<file path="config.mk">
export PLATFORM = sky130hd
export DESIGN_NAME = branch_predictor
export DESIGN_NICKNAME = d
export VERILOG_FILES = /design/src/rtl/branch_predictor.sv
export SDC_FILE = /design/constraint.sdc
export NUM_CORES = 2
export LEC_CHECK = 0
export BUFFER_PORTS_ARGS = -buffer_cell sky130_fd_sc_hd__buf_2
export CAP_MARGIN = 20
export CORE_ASPECT_RATIO = 1.5
export CORE_UTILIZATION = 38
export DETAILED_ROUTE_END_ITERATION = 8
export GPL_TIMING_DRIVEN = 0
export SLEW_MARGIN = 20
export SYNTH_ARGS = -nofsm -noshare
export SYNTH_HDL_FRONTEND = slang
export SYNTH_SLANG_ARGS = --single-unit
</file>
<file path="constraint.sdc">
create_clock -name CLK -period 5.7 [get_ports CLK]
set_input_delay 0.57 -clock CLK [delete_from_list [all_inputs] [get_ports CLK]]
set_output_delay 0.57 -clock CLK [all_outputs]
set_load 0.05 [all_outputs]
</file>
<file path="src/rtl/branch_predictor.sv">
// branch_predictor: direct-mapped branch target buffer with 2-bit saturating
// direction counters, plus committed-branch and misprediction counters.
//
// Update handshake: br_valid marks a resolved beq/bne presented on
// br_pc/br_result/br_pred/braddr. upd_en is the pipeline-advance qualifier.
// An update commits only on a rising CLK edge where br_valid && upd_en is
// high. There is no back-pressure: the predictor always accepts a commit.
// A branch held across stall cycles (br_valid=1, upd_en=0) is applied once,
// on the cycle upd_en rises.
module branch_predictor #(
  parameter int IDX_W = 4
) (
  input  logic        CLK,
  input  logic        nRST,
  input  logic [31:0] pc,
  output logic        taken,
  output logic [31:0] target,
  input  logic        br_valid,
  input  logic        upd_en,
  input  logic [31:0] br_pc,
  input  logic        br_result,
  input  logic        br_pred,
  input  logic [31:0] braddr,
  output logic [31:0] br_count,
  output logic [31:0] mispred_count
);

  localparam int ENTRIES = 1 << IDX_W;
  localparam int TAG_W   = 30 - IDX_W;

  // Counter encoding: 00 strong NT, 01 weak NT, 10 weak T, 11 strong T.
  localparam logic [1:0] CTR_WEAK_NT = 2'b01;
  localparam logic [1:0] CTR_WEAK_T  = 2'b10;
  localparam logic [1:0] CTR_MAX     = 2'b11;
  localparam logic [1:0] CTR_MIN     = 2'b00;

  typedef struct packed {
    logic             valid;
    logic [TAG_W-1:0] tag;
    logic [31:0]      target;
    logic [1:0]       ctr;
  } entry_t;

  // Reset value of every entry: invalid, weakly not-taken.
  localparam entry_t RESET_ENTRY = '{
    valid:  1'b0,
    tag:    '0,
    target: 32'h0,
    ctr:    CTR_WEAK_NT
  };

  // One step up, sticking at strong taken.
  function automatic logic [1:0] ctr_inc(input logic [1:0] c);
    ctr_inc = (c == CTR_MAX) ? CTR_MAX : c + 2'd1;
  endfunction

  // One step down, sticking at strong not-taken.
  function automatic logic [1:0] ctr_dec(input logic [1:0] c);
    ctr_dec = (c == CTR_MIN) ? CTR_MIN : c - 2'd1;
  endfunction

  // Table storage: flops, so lookups see the state as of the last edge.
  entry_t btb_q [ENTRIES];

  // Lookup side signals.
  logic [IDX_W-1:0] rd_idx;
  logic [TAG_W-1:0] rd_tag;
  entry_t           rd_entry;
  logic             rd_hit;

  // Update side signals.
  logic             commit;
  logic [IDX_W-1:0] wr_idx;
  logic [TAG_W-1:0] wr_tag;
  entry_t           wr_entry;
  logic             wr_hit;
  logic             wr_en;
  entry_t           wr_next;

  // Performance counters.
  logic [31:0] br_count_q;
  logic [31:0] mispred_count_q;
  logic        mispredict;

  // The byte-offset bits of both PCs carry no information for word-aligned
  // instructions; they are intentionally ignored.
  logic unused_pc_bits;
  assign unused_pc_bits = ^{pc[1:0], br_pc[1:0]};

  assign rd_idx = pc[IDX_W+1:2];
  assign rd_tag = pc[31:IDX_W+2];
  assign wr_idx = br_pc[IDX_W+1:2];
  assign wr_tag = br_pc[31:IDX_W+2];
  assign commit = br_valid && upd_en;

  // Combinational prediction for the fetch PC from the registered table.
  always_comb begin
    rd_entry = btb_q[rd_idx];
    rd_hit   = rd_entry.valid && (rd_entry.tag == rd_tag);
    taken    = rd_hit && rd_entry.ctr[1];
    target   = taken ? rd_entry.target : 32'h0;
  end

  // Next value of the entry addressed by br_pc, and whether it is written.
  always_comb begin
    wr_entry = btb_q[wr_idx];
    wr_hit   = wr_entry.valid && (wr_entry.tag == wr_tag);
    wr_next  = wr_entry;
    wr_en    = 1'b0;
    if (commit) begin
      if (wr_hit) begin
        wr_en = 1'b1;
        if (br_result) begin
          wr_next.ctr    = ctr_inc(wr_entry.ctr);
          wr_next.target = braddr;
        end else begin
          wr_next.ctr    = ctr_dec(wr_entry.ctr);
        end
      end else if (br_result) begin
        // Taken branch with no matching entry: allocate, or evict the alias.
        wr_en          = 1'b1;
        wr_next.valid  = 1'b1;
        wr_next.tag    = wr_tag;
        wr_next.target = braddr;
        wr_next.ctr    = CTR_WEAK_T;
      end
      // Not-taken miss: nothing worth remembering, table left alone.
    end
  end

  // Table register: asynchronous clear, single write port at the commit index.
  always_ff @(posedge CLK or negedge nRST) begin
    if (!nRST) begin
      for (int i = 0; i < ENTRIES; i++) begin
        btb_q[i] <= RESET_ENTRY;
      end
    end else if (wr_en) begin
      btb_q[wr_idx] <= wr_next;
    end
  end

  assign mispredict = (br_pred != br_result);

  // Committed-branch counter, saturating at all-ones.
  always_ff @(posedge CLK or negedge nRST) begin
    if (!nRST) begin
      br_count_q <= 32'h0;
    end else if (commit && (br_count_q != 32'hFFFF_FFFF)) begin
      br_count_q <= br_count_q + 32'd1;
    end
  end

  // Misprediction counter, saturating at all-ones.
  always_ff @(posedge CLK or negedge nRST) begin
    if (!nRST) begin
      mispred_count_q <= 32'h0;
    end else if (commit && mispredict && (mispred_count_q != 32'hFFFF_FFFF)) begin
      mispred_count_q <= mispred_count_q + 32'd1;
    end
  end

  assign br_count      = br_count_q;
  assign mispred_count = mispred_count_q;

endmodule

</file>
After elaboration in Yosys (flattened, before gate mapping)
Cells that the tools add are included.
Word-level totals
  bits in registers: 1040
  bits of input ports: 102
  output and inout bits: 97
  word-level logic and storage cells: 111
Cells by class
  $add $sub $neg: 4
  order comparisons: 3
  equality and inequality tests: 6
  mux-type cells: 21
  bitwise gates (word level): 2
  reduce and logical (&&, ||, !) cells: 9
Operators by type and width (number)
  bitwise mux 976 bit: 1
  binary-select mux 61 bit (select 4 bit): 2
  2-to-1 mux 61 bit: 7
  demux 61 bit (select 4 bit): 1
  adder 32 x 1 -> 32 bit, second input constant: 2
  2-to-1 mux 32 bit: 2
  inequality test 32 bit, second input constant: 2
  == test 26 bit: 2
  2-to-1 mux 34 bit: 1
  2-to-1 mux 27 bit: 1
  greater-or-equal comparator 5 bit, second input constant: 2
  inverter 4 -> 5 bit: 2
  logical AND 1 bit: 8
  2-to-1 mux 2 bit: 3
  < comparator 5 x 1 -> 1 bit, second input constant: 1
  2-to-1 mux 1 bit: 3
  adder 2 x 1 -> 2 bit, second input constant: 1
  == test 2 bit, second input constant: 1
  logical NOT 2 bit: 1
  subtractor 2 x 1 -> 2 bit, second input constant: 1
  inequality test 1 bit: 1

Logic depth before layout (Yosys ltp)
  depth after elaboration: 10
  mapped depth: 20
  mapped depth without buffers: 10

Least setup slack after synthesis
No wires, ideal clock.
  path kind: in2out
  from: in pc[2]
  to: out target[10]
  arrival: 4.395 ns
  required time: 5.130 ns
  path slack: 0.735 ns
  stages on the path: 10
  buffers on the path: 4
  cell sequence: clkbuf_1 > buf_1 > buf_1 > mux4_2 > mux4_2 > xor2_1 > nor4_1 > nand4_1 > clkbuf_1 > nor2b_1
Between the ends
  longest elaborated chain between the ends: 8
Ends and longest elaborated chain
  from (decl): line 15  | input logic [31:0] pc,
  inverter 4 -> 5 bit (implied by the code) *: line 98  | rd_entry = btb_q[rd_idx];
  binary-select mux 61 bit (select 4 bit) *: line 98
  2-to-1 mux 61 bit (implied by the code) * (2 in series): line 98
  == test 26 bit: line 99  | rd_hit = rd_entry.valid && (rd_entry.tag == rd_tag);
  logical AND 1 bit: line 99
  logical AND 1 bit: line 100  | taken = rd_hit && rd_entry.ctr[1];
  2-to-1 mux 32 bit *: line 101  | target = taken ? rd_entry.target : 32'h0;
  to (decl): line 17  | output logic [31:0] target,
Every way passes the cells marked *; elsewhere a longest branch is shown, timed or not. The select of a mux whose other input is x is not followed.

Final worst setup path
  from: in br_pc[5]
  to: reg btb_q[157] in the netlist's numbering
Between the ends
  longest elaborated chain between the ends: 9
  elaborated cells between the ends (all ways): 17
  those cells by class: 2 x order compare; 1 x eq/ne; 11 x mux; 1 x bitwise; 2 x reduce/logical
Ends and longest elaborated chain
  from (decl): line 20  | input logic [31:0] br_pc,
  inverter 4 -> 5 bit (implied by the code) *: line 106, 138
  binary-select mux 61 bit (select 4 bit): line 106  | wr_entry = btb_q[wr_idx];
  2-to-1 mux 61 bit (implied by the code) (2 in series): line 106
  == test 26 bit: line 107  | wr_hit = wr_entry.valid && (wr_entry.tag == wr_tag);
  logical AND 1 bit: line 107
  2-to-1 mux 27 bit: line 111  | if (wr_hit) begin
  2-to-1 mux 61 bit: line 110  | if (commit) begin
  bitwise mux 976 bit: line 138  | btb_q[wr_idx] <= wr_next;
  to (signal, indexed assignment): line 138
  to (decl): line 63  | entry_t btb_q [ENTRIES];
Marked as above.
A chain may end at the register's enable or synchronous reset.

==> run metrics <==
DRC violations left 0; Crit. End Element flip-flop; clock skew 44.69 ps; Critical Path Start br_pc[5]; Max Root-Sink Buffers 3; measured slew at the worst slew-check pin 1368 ps; Layout area overhead 14.23%; later-pin clock latency in the skew report 780 ps; failing checks negative setup slack; commonest non-fill, non-tap cell in the layout nand2_1; chip width 314.2 microns; Avg Inst Size Synth 12.51 sq um; r2r worst-path depth 13; Arrival @ worst endpoint 6410 ps; post-DR wirelength/cell 32.74 microns; Placed Cells incl. Taps 6546; Warnings, synthesis 0; Setup violations, final 36; drt pass-1 iters 6; initial antenna violation count 17; Detailed Route Iter0 Violations 4997; CP max stage delay 610 ps; sequential share of the synthesized area 46.87%; Power Density 290.9 nW/um^2; CTS buffer count 109; Initial Utilization 38.36%; maxcap violations 0; Worst Path Required 6290 ps; core area 144800 sq um; critical path type input port to flip-flop; slowest stage cell, crit path clkbuf_1; first-pass GRT wire length 315000 microns; nets 4866; worst vdd ir 331.3 uV; fin crit share 102.1%; clk sinks 1040; Netlist Area Pre-Place 55570 sq um; crit-path cells buf_4 > buf_4 > buf_2 > buf_4 > buf_4 > mux2i_1 > a22oi_1 > o21ai_1 > xor2_1 > a32o_1 > nand4_1 > o31ai_1 > buf_2 > nand4_1 > clkbuf_1 > clkbuf_1 > nand2_1 > o21ai_0; Fill cells 13390; Die Footprint 147800 sq um; Leak Pwr 29.31 nW; Cells after Synth 4441; vias in the first global route 42980; Routability Congestion 1.001; Rows 171; Worst slew margin 8.823%; Final Hold Fails 0; H-tree depth 3; Max Slew Vio Count 0; Seq cells post-synth 1040; pin count of the biggest net entering global routing 138; detailed-route via count 42460; Worst R2R End btb_q[157]$_DFFE_PN0P_; maximum clock rate 0.1718 GHz; net count after synthesis 4545; Buffers on Ports 187; setup ws final -121.3 ps; grt total ovfl 0; Setup WS pre-CTS -2121 ps; DR vias/cell 6.273; CP Launch Type input port; Async SR Flop Fraction 100.0%; CTS Root Cell clkbuf_16; post-synth cell types 73; CP most frequent cell buf_4; R2R setup slack 480 ps; chip height 470.3 microns; Routed WL 221600 microns; Max FO, Critical Path 10; HPWL Detailed 151900 microns; I/O Pins 199; CTS tree built; Reg-to-Reg Start btb_q[419]$_DFFE_PN0P_; Detail Route Antenna Nets 0; fin crit period 5821 ps; main flop type after synthesis dfrtp_1; HP Class input port to async pin; share of layout cells above drive strength 1 34.29%; Critical Path Sink btb_q[157]$_DFFE_PN0P_; global-route usage over all layers 30.06%; status finished, violations left; clk slew on worst S/H paths 70 ps; number of flops mapped to enable cells by yosys 0; Non-Filler Instances 6768; worst hold slack 189.1 ps; most frequent cells in the layout nand2_1 (1093), dfrtp_1 (1024), mux4_2 (544)
-- layout make-up --
| cell class | count | area (sq um) | area share (%) |
|---|---|---|---|
| clock inverters | 50 | 700.7 | 1.104 |
| plain buffers | 383 | 1844 | 2.906 |
| inverters | 19 | 71.32 | 0.1124 |
| diodes | 10 | 25.02 | 0.03943 |
| clock buffers | 154 | 3138 | 4.944 |
| well taps | 1903 | 2381 | 3.751 |
| repair buffers | 212 | 1350 | 2.127 |
| flip-flops and latches | 1040 | 26050 | 41.03 |
| multi-input cells | 2997 | 27920 | 43.98 |
-- synthesized netlist by cell type (all sizes together) (6+ instances only) --
library cell     n  share of area (%)
inv             19               0.13
mux2           512                 10
dfstp           16               0.76
nand4           29               0.33
a22o             6              0.095
mux4           544                 22
and2             8              0.090
o22ai            8              0.090
xor2            35               0.55
nand2b          26               0.29
nor3            16               0.14
nand3           46               0.41
clkbuf         237                1.6
nand2         1093                7.4
and3            26               0.29
buf            148                1.4
dfrtp         1024                 46
mux2i           99                1.8
o21ai          273                2.5
nor2b           42               0.47
a21oi           19               0.17
xnor2           73                1.2
and4            11               0.17
nor2            38               0.26
a22oi           28               0.38
-- stage by stage --
| step | instance area [sq um] | power (mW) | utilization (%) | setup TNS (ps) |
|---|---|---|---|---|
| 6_report | 63470 | 18.46 | 43.82 | -1379 |
| 5_1_grt | 63450 | 18.95 | 43.81 | -10.00 |
| 4_1_cts | 63340 | 18.44 | 43.73 | 0 |
| 3_5_place_dp | 59310 | 10.71 | 40.95 | -808070 |
| 3_3_place_gp | 58880 | 10.63 | 40.65 | - |
| 2_1_floorplan | 55570 | 9.692 | - | 0 |
-- report_power, final --
group	switching (mW)	total, mW	internal [mW]	leakage (nW)
registers	0.374	8.18	7.81	14.3
logic	1.48	2.47	0.990	13.2
clock network	3.32	7.81	4.49	1.89
-- per-layer routing --
| metal | GRT usage (%) | part of all wire (%) | up-vias |
|---|---|---|---|
| met3 | 7.327 | 9.9 | 867 |
| met1 | 35.49 | 35 | 22020 |
| met4 | 22.88 | 8.6 | 12 |
| met5 | 0 | 0.035 | - |
| met2 | 47.15 | 47 | 2763 |
| li1 | - | - | 16790 |
-- worst max-delay path: cells and delay by family --
kind / cells / cell delay [ps]
mux: 1 / 230
xor+xnor: 1 / 320
compound gates: 5 / 1160
buf+inv: 8 / 3140
simple gates: 3 / 910
-- registers in the layout (all words and copies together), names as in the netlist --
name / count
br_count: 32
mispred_count: 32
btb_q: 976
-- what timing repair did --
item / 4_1_cts / 5_1_grt
hold buffers: 1 / 0
pin swaps: 1 / 1
setup buffers: 2 / 4
setup endpoints to repair: 478 / 379
gates resized for setup: 62 / 33
endpoints found under the hold margin: 216 / 0
-- worst min path at each step --
stage,from,endpoint,slack (ps),cells past startpoint
after global placement,btb_q[609]$_DFFE_PN0P_,btb_q[609]$_DFFE_PN0P_,460,1
after CTS,nRST,btb_q[411]$_DFFE_PN0P_,180,2
final,nRST,btb_q[838]$_DFFE_PN0P_,190,2
after global routing,nRST,btb_q[838]$_DFFE_PN0P_,190,2
after floorplan,nRST,br_count[0]$_DFFE_PN0P_,270,0
after detailed placement,nRST,btb_q[838]$_DFFE_PN0P_,370,1
-- cell families after synthesis --
logic type / Yosys count / share of synthesized area, %
xor gates and xnor gates: 108 / 1.702
buffers and inverters: 404 / 3.125
and+or+nand+nor: 1356 / 10.13
DFF: 1040 / 46.87
muxes: 1155 / 34.29
adders and majority gates: 3 / 0.06304
AOI/OAI and AO/OA: 375 / 3.819
Note: power is estimated with default switching activity, not from simulation.
